### config.mk
export PLATFORM = sky130hd
export DESIGN_NAME = sti_load_sequencer
export DESIGN_NICKNAME = d
export VERILOG_FILES = /design/src/rtl/sti_pkg.sv /design/src/rtl/sti_cmd_fifo.sv /design/src/rtl/sti_load_sequencer.sv
export SDC_FILE = /design/constraint.sdc
export NUM_CORES = 1
export LEC_CHECK = 0
export ABC_AREA = 0
export ABC_CLOCK_PERIOD_IN_PS = 5550
export BUFFER_PORTS_ARGS = -buffer_cell sky130_fd_sc_hd__buf_2
export CORE_ASPECT_RATIO = 0.75
export CORE_MARGIN = 1
export CORE_UTILIZATION = 50
export CTS_CLUSTER_DIAMETER = 120
export DETAILED_ROUTE_END_ITERATION = 6
export GPL_TIMING_DRIVEN = 1
export PLACE_DENSITY = 0.69
export REMOVE_ABC_BUFFERS = 1
export SETUP_SLACK_MARGIN = 0.15
export SYNTH_ARGS = -nofsm -noshare
export SYNTH_HDL_FRONTEND = slang
export SYNTH_SLANG_ARGS = --single-unit
### constraint.sdc
create_clock -name i_clk -period 5.55 [get_ports i_clk]
set_input_delay 0.2775 -clock i_clk [delete_from_list [all_inputs] [get_ports i_clk]]
set_output_delay 0.2775 -clock i_clk [all_outputs]
set_load 0.02 [all_outputs]
### src/rtl/sti_pkg.sv
// rtl/sti_pkg.sv - shared types and helpers for the STI load sequencer
// Descriptor layout and serializer length codes.
package sti_pkg;

  typedef enum logic [2:0] {
    S_IDLE,
    S_LOAD,
    S_WAIT_START,
    S_SHIFT,
    S_GAP,
    S_END,
    S_DONE,
    S_ERR
  } seq_state_t;

  localparam logic [1:0] LEN_8  = 2'b00;
  localparam logic [1:0] LEN_16 = 2'b01;
  localparam logic [1:0] LEN_24 = 2'b10;
  localparam logic [1:0] LEN_32 = 2'b11;

  typedef struct packed {
    logic [15:0] data;
    logic [1:0]  length;
    logic        fill;
    logic        msb;
    logic        low;
    logic        last;
  } sti_desc_t;

  // 8 * (length + 1): the length code times eight, plus one byte
  function automatic logic [5:0] len_bits(input logic [1:0] length);
    return {1'b0, length, 3'b000} + 6'd8;
  endfunction

endpackage

### src/rtl/sti_cmd_fifo.sv
// rtl/sti_cmd_fifo.sv - descriptor FIFO feeding the load sequencer
// Pointers carry an extra wrap bit so full and empty are distinguishable.
module sti_cmd_fifo
  import sti_pkg::*;
#(
  parameter int DEPTH = 4
) (
  input  logic      i_clk,
  input  logic      i_rst_n,
  input  logic      i_push,
  input  sti_desc_t i_wdata,
  input  logic      i_pop,
  output sti_desc_t o_rdata,
  output logic      o_full,
  output logic      o_empty
);
  localparam int AW = $clog2(DEPTH);

  sti_desc_t   r_mem [DEPTH];
  logic [AW:0] r_wr_ptr;
  logic [AW:0] r_rd_ptr;

  always_ff @(posedge i_clk or negedge i_rst_n) begin
    if (!i_rst_n) begin
      r_wr_ptr <= '0;
      r_rd_ptr <= '0;
    end else begin
      if (i_push) r_wr_ptr <= r_wr_ptr + (AW+1)'(1);
      if (i_pop)  r_rd_ptr <= r_rd_ptr + (AW+1)'(1);
    end
  end

  always_ff @(posedge i_clk) begin
    if (i_push) r_mem[r_wr_ptr[AW-1:0]] <= i_wdata;
  end

  assign o_rdata = r_mem[r_rd_ptr[AW-1:0]];
  assign o_empty = (r_wr_ptr == r_rd_ptr);
  assign o_full  = (r_wr_ptr[AW] != r_rd_ptr[AW]) &&
                   (r_wr_ptr[AW-1:0] == r_rd_ptr[AW-1:0]);

endmodule

### src/rtl/sti_load_sequencer.sv
// rtl/sti_load_sequencer.sv - sequencer driving parallel words into the STI serializer
// Loads one buffered descriptor per word and counts so_valid bits to pace the next load.
module sti_load_sequencer
  import sti_pkg::*;
#(
  parameter int FIFO_DEPTH    = 4,
  parameter int GAP_CYCLES    = 1,
  parameter int START_TIMEOUT = 64
) (
  input  logic        i_clk,
  input  logic        i_reset_n,
  input  logic        i_cmd_valid,
  output logic        o_cmd_ready,
  input  logic [15:0] i_cmd_data,
  input  logic [1:0]  i_cmd_length,
  input  logic        i_cmd_fill,
  input  logic        i_cmd_msb,
  input  logic        i_cmd_low,
  input  logic        i_cmd_last,
  input  logic        i_so_valid,
  input  logic        i_oem_finish,
  output logic        o_load,
  output logic [15:0] o_pi_data,
  output logic [1:0]  o_pi_length,
  output logic        o_pi_fill,
  output logic        o_pi_msb,
  output logic        o_pi_low,
  output logic        o_pi_end,
  output logic        o_busy,
  output logic [7:0]  o_words_sent,
  output logic        o_done,
  output logic        o_err
);
  localparam int              TW       = $clog2(START_TIMEOUT) + 1;
  localparam logic [TW-1:0]   TMO_LAST = TW'(START_TIMEOUT - 1);
  localparam logic [3:0]      GAP_LAST = 4'(GAP_CYCLES - 1);

  seq_state_t    r_state;
  logic          r_load, r_pi_end, r_busy, r_done, r_err;
  logic [15:0]   r_pi_data;
  logic [1:0]    r_pi_length;
  logic          r_pi_fill, r_pi_msb, r_pi_low;
  logic [7:0]    r_words;
  logic [5:0]    r_nbits, r_bits;
  logic          r_last, r_last_seen;
  logic [TW-1:0] r_tmo;
  logic [3:0]    r_gap;

  sti_desc_t w_cmd, w_head;
  logic      w_push, w_pop, w_full, w_empty;

  assign w_cmd       = {i_cmd_data, i_cmd_length, i_cmd_fill, i_cmd_msb, i_cmd_low, i_cmd_last};
  assign o_cmd_ready = !w_full && !r_last_seen;
  assign w_push      = i_cmd_valid && o_cmd_ready;
  assign w_pop       = (r_state == S_LOAD);

  sti_cmd_fifo #(.DEPTH(FIFO_DEPTH)) u_fifo (
    .i_clk   (i_clk),
    .i_rst_n (i_reset_n),
    .i_push  (w_push),
    .i_wdata (w_cmd),
    .i_pop   (w_pop),
    .o_rdata (w_head),
    .o_full  (w_full),
    .o_empty (w_empty)
  );

  always_ff @(posedge i_clk or negedge i_reset_n) begin
    if (!i_reset_n) begin
      r_state     <= S_IDLE;
      r_load      <= 1'b0;
      r_pi_data   <= '0;
      r_pi_length <= '0;
      r_pi_fill   <= 1'b0;
      r_pi_msb    <= 1'b0;
      r_pi_low    <= 1'b0;
      r_pi_end    <= 1'b0;
      r_busy      <= 1'b0;
      r_words     <= '0;
      r_done      <= 1'b0;
      r_err       <= 1'b0;
      r_nbits     <= '0;
      r_bits      <= '0;
      r_last      <= 1'b0;
      r_last_seen <= 1'b0;
      r_tmo       <= '0;
      r_gap       <= '0;
    end else begin
      r_load <= 1'b0;
      if (w_push && i_cmd_last) r_last_seen <= 1'b1;
      case (r_state)
        S_IDLE: begin
          if (!w_empty) begin
            r_state     <= S_LOAD;
            r_load      <= 1'b1;
            r_busy      <= 1'b1;
            r_pi_data   <= w_head.data;
            r_pi_length <= w_head.length;
            r_pi_fill   <= w_head.fill;
            r_pi_msb    <= w_head.msb;
            r_pi_low    <= w_head.low;
          end
        end
        S_LOAD: begin
          r_nbits <= len_bits(w_head.length);
          r_last  <= w_head.last;
          r_bits  <= '0;
          r_tmo   <= '0;
          r_state <= S_WAIT_START;
        end
        S_WAIT_START: begin
          if (i_so_valid) begin
            r_bits  <= 6'd1;
            r_state <= S_SHIFT;
          end else if (r_tmo == TMO_LAST) begin
            r_state <= S_ERR;
            r_err   <= 1'b1;
            r_busy  <= 1'b0;
          end else begin
            r_tmo <= r_tmo + TW'(1);
          end
        end
        S_SHIFT: begin
          // so_valid may have holes; only strobed cycles advance the count
          if (i_so_valid) begin
            if (r_bits + 6'd1 == r_nbits) begin
              r_words <= r_words + 8'd1;
              r_gap   <= '0;
              r_state <= S_GAP;
            end else begin
              r_bits <= r_bits + 6'd1;
            end
          end
        end
        S_GAP: begin
          if (r_gap == GAP_LAST) begin
            if (r_last) begin
              r_state  <= S_END;
              r_pi_end <= 1'b1;
            end else if (!w_empty) begin
              r_state     <= S_LOAD;
              r_load      <= 1'b1;
              r_pi_data   <= w_head.data;
              r_pi_length <= w_head.length;
              r_pi_fill   <= w_head.fill;
              r_pi_msb    <= w_head.msb;
              r_pi_low    <= w_head.low;
            end else begin
              r_state <= S_IDLE;
              r_busy  <= 1'b0;
            end
          end else begin
            r_gap <= r_gap + 4'd1;
          end
        end
        S_END: begin
          if (i_oem_finish) begin
            r_state  <= S_DONE;
            r_pi_end <= 1'b0;
            r_done   <= 1'b1;
            r_busy   <= 1'b0;
          end
        end
        S_DONE, S_ERR: ;
        default: r_state <= S_IDLE;
      endcase
    end
  end

  assign o_load       = r_load;
  assign o_pi_data    = r_pi_data;
  assign o_pi_length  = r_pi_length;
  assign o_pi_fill    = r_pi_fill;
  assign o_pi_msb     = r_pi_msb;
  assign o_pi_low     = r_pi_low;
  assign o_pi_end     = r_pi_end;
  assign o_busy       = r_busy;
  assign o_words_sent = r_words;
  assign o_done       = r_done;
  assign o_err        = r_err;

endmodule
==> impl_metrics.csv <==
group,metric,value,unit
sta,relSlewSlack,16.9,%
global_routing,grt_pass1_vias,3740,
run,drv.max_cap_violation_count,0,
critical_path,timing.critical_path.from_type,"flip-flop",
critical_path,endpoint_kind,"flip-flop",
yosys,ys_top_cells_by_count,"88 x sky130_fd_sc_hd__edfxtp_1, 65 x sky130_fd_sc_hd__dfrtp_1, 44 x sky130_fd_sc_hd__nand2_1, 23 x sky130_fd_sc_hd__mux2_2, 22 x sky130_fd_sc_hd__mux4_2",
route,drc,0,
route,average_detailed_routed_wire_length_per_instance,18.4,um
sta,fin_crit,2.80,ns
place,port_buffers,61,
sta,final_hold_viol_count,0,
route,finalWirelength,12100,um
sta,tightestPinTransition,1.25,ns
layout,fin_area,7440,um^2
route,via_count,3598,
yosys,synth-warning-count,0,
global_routing,global_route.usage.total,20.4,%
place,globalplace.congestion,0.802,
global_routing,grt.overflow.total,0,
global_routing,met2_usage,32.6,%
sta,setup_tns,0,ns
global_routing,grt_use_met1,28.0,%
layout,layout-area-overhead-vs-synth,17.6,%
floorplanning,core_box_area,12300,um^2
yosys,synthesis.area,6330,um^2
clock_network,post_cts_resized,0,
clock_network,ctsHoldBuffers,0,
critical_path,critPathMaxFanout,25,
floorplanning,dieWidth,132,um
power_and_ir_drop,p_sw_share,29.2,%
layout,finish.net_count,516,
route,detail_route.iter0.violations,246,
place,hpwlAfterDp,7470,um
route,drt-pass1-iter-count,5,
critical_path,critical_path_arrival,2.83,ns
power_and_ir_drop,ir_drop,241,uV
yosys,synthTopCellsByArea,"sky130_fd_sc_hd__edfxtp_1 42%, sky130_fd_sc_hd__dfrtp_1 26%, sky130_fd_sc_hd__mux4_2 7.8%",
layout,share_of_final_layout_standard_cells_stronger_than_drive_strength_1,30.2,%
sta,timing.hold.ws,0.0611,ns
layout,stdcell_count,656,
floorplanning,initial_core_util,51.4,%
clock_network,tritoncts,"built",
route,drtAntennaViolNets,0,
yosys,synth_cell_type_count,48,
layout,fillerInstances,929,
sta,finalMaxSlewViolations,0,
yosys,synth_seq_area_share,67.5,%
yosys,ys_seq_elements,153,
clock_network,clkSinkCount,153,
yosys,postSynth.asyncResetShare,42.5,%
sta,clock_skew,0.00810,ns
power_and_ir_drop,power.net_switching,995,uW
sta,rsz0062_at_grt,"no",
layout,antennaDiodeCount,0,
sta,maxClockFrequency,0.357,GHz
place,placedCellCount,624,
critical_path,path_class,"flip-flop to flip-flop",
yosys,synthDominantCellAreaShare,41.8,%
yosys,cell_with_the_most_instances_after_synthesis,"sky130_fd_sc_hd__edfxtp_1",
global_routing,maximum_number_of_pins_on_one_net_before_global_route_repair,66,
floorplanning,die_area,13100,um^2
global_routing,gr-usage-met3,4.13,%
floorplanning,number_of_primary_i_o_pins,62,
floorplanning,die_h,99.4,um
hold_path,hold_class,"primary input to asynchronous set/reset pin",
yosys,yosys_most_used_dff,"sky130_fd_sc_hd__edfxtp_1",
clock_network,cts_setup_buffers,0,
power_and_ir_drop,total_leakage_power,0.00305,uW
clock_network,cts.clk_slew.worst_paths,0.06,ns
critical_path,cp-startpoint,"u_fifo.r_rd_ptr[0]",
yosys,postSynthAreaPerCell,15.5,um^2
power_and_ir_drop,total_power,3400,uW
clock_network,clockRootBuffer,"sky130_fd_sc_hd__clkbuf_16",
floorplanning,placementRows,35,
critical_path,r2r-start,"u_fifo.r_rd_ptr[0]",
global_routing,antenna_found_initial,0,
clock_network,cts_buffer_depth,2,
route,vias_per_cell,5.48,
place,dpl_cell_area,6800,um^2
power_and_ir_drop,p_per_area,458,nW/um^2
global_routing,grt_first_pass_wirelength,20000,um
sta,layout_worst_path_cycle_share,50.5,%
global_routing,gr-max-usage-layer,"met2",
power_and_ir_drop,power.combinational.fraction,18.8,%
power_and_ir_drop,internal-power,2410,uW
critical_path,req_time_crit_path,5.58,ns
yosys,netlist.top_cell.by_area,"sky130_fd_sc_hd__edfxtp_1",
power_and_ir_drop,p_clk_share,36.2,%
clock_network,cts_buffers,17,
clock_network,worst_skew_pair.late_latency,0.42,ns
sta,report.final.setup_viol,0,
yosys,postSynthCellCount,407,
yosys,synth_edf_count,88,
clock_network,cts_max_level,4,
power_and_ir_drop,seq_power_share,45.0,%
run_status,outcome,"complete, no violations",
kinds of logic (layout without fill, tap and decap cells):
family / Yosys count / count (layout) / share of synthesized area (%)
flops: 153 / 153 / 67.5
buf+inv: 22 / 105 / 1.50
simple gates: 106 / 106 / 8.23
mux: 47 / 47 / 12.2
fa+ha+maj: 12 / 12 / 2.37
xor+xnor: 23 / 23 / 3.30
compound gates: 44 / 44 / 4.87
critical path, stage by stage, from the launching register on:
cell and delay [ns]:
sky130_fd_sc_hd__dfrtp_2 0.90, sky130_fd_sc_hd__xnor2_1 0.19, sky130_fd_sc_hd__nand2_1 0.10, sky130_fd_sc_hd__o21ba_2 0.19
sky130_fd_sc_hd__and3_1 1.01
metal layers:
layer	up-vias	part of all wire [%]
li1	1683	-
met1	1806	47
met2	99	48
met3	10	4.5
met4	0	0.80
met5	-	0
sequential cells by signal, indices dropped and copies added, names as in the netlist, 2 cells and up:
signal and flops:
u_fifo.r_wr_ptr 3, r_bits 6, r_tmo 7, r_gap 4, o_pi_length 2, r_nbits 3
o_words_sent 8, r_state 3, u_fifo.r_rd_ptr 3, u_fifo.r_mem 88, o_pi_data 16
power by group through the flow:
stage | logic [uW] | registers (uW) | clock network, uW
after floorplan | 413 | 1570 | 0
after global placement | 616 | 1540 | 0
after detailed placement | 635 | 1550 | 0
after CTS | 648 | 1530 | 1250
after global routing | 708 | 1560 | 1290
final | 641 | 1530 | 1230
placed cells by master, fill, tap and decap left out, drive strengths merged, types with 3 or more instances in the layout:
cell and n:
o311ai 3, nand2 44, bufinv 4, nand2b 3, xor2 8, buf 64, edfxtp 88, a21oi 6
inv 10, and3 8, nand3 18, clkbuf 18, nor3 5, mux4 22, ha 12, o31ai 4
o21ai 12, clkinv 8, xnor2 15, nor2 15, nand4 5, a21o 3, mux2 23, dfrtp 65
layout make-up:
cell class / count / area [um^2] / share of cell area (%)
Clock buffer: 18 / 439 / 5.90
Clock inverter: 14 / 198 / 2.66
Inverter: 9 / 33.8 / 0.454
Multi-Input combinational cell: 232 / 1960 / 26.4
Sequential cell: 153 / 4270 / 57.4
Tap cell: 166 / 208 / 2.79
Timing Repair Buffer: 64 / 328 / 4.41
final timing paths:
kind	end	slack [ns]	cells past startpoint
setup / recovery	u_fifo.r_mem[3][4]	2.75	4
hold / removal	o_words_sent[3]	0.06	2
setup reg to reg	u_fifo.r_mem[3][4]	2.75	4
hold reg to reg	o_words_sent[7]	0.47	1
max in group asynchronous	u_fifo.r_rd_ptr[0]	4.89	2
min in group i_clk	u_fifo.r_mem[3][16]	0.08	1
stage by stage:
| step | worst slack, ns | util, % |
|---|---|---|
| floorplan | 2.82 | - |
| global placement | 2.74 | 55.3 |
| detailed placement | 2.71 | 55.3 |
| CTS | 2.68 | 60.4 |
| global route | 2.50 | 60.4 |
| finish | 2.75 | 60.4 |
Note: power is estimated with default switching activity, not from simulation.
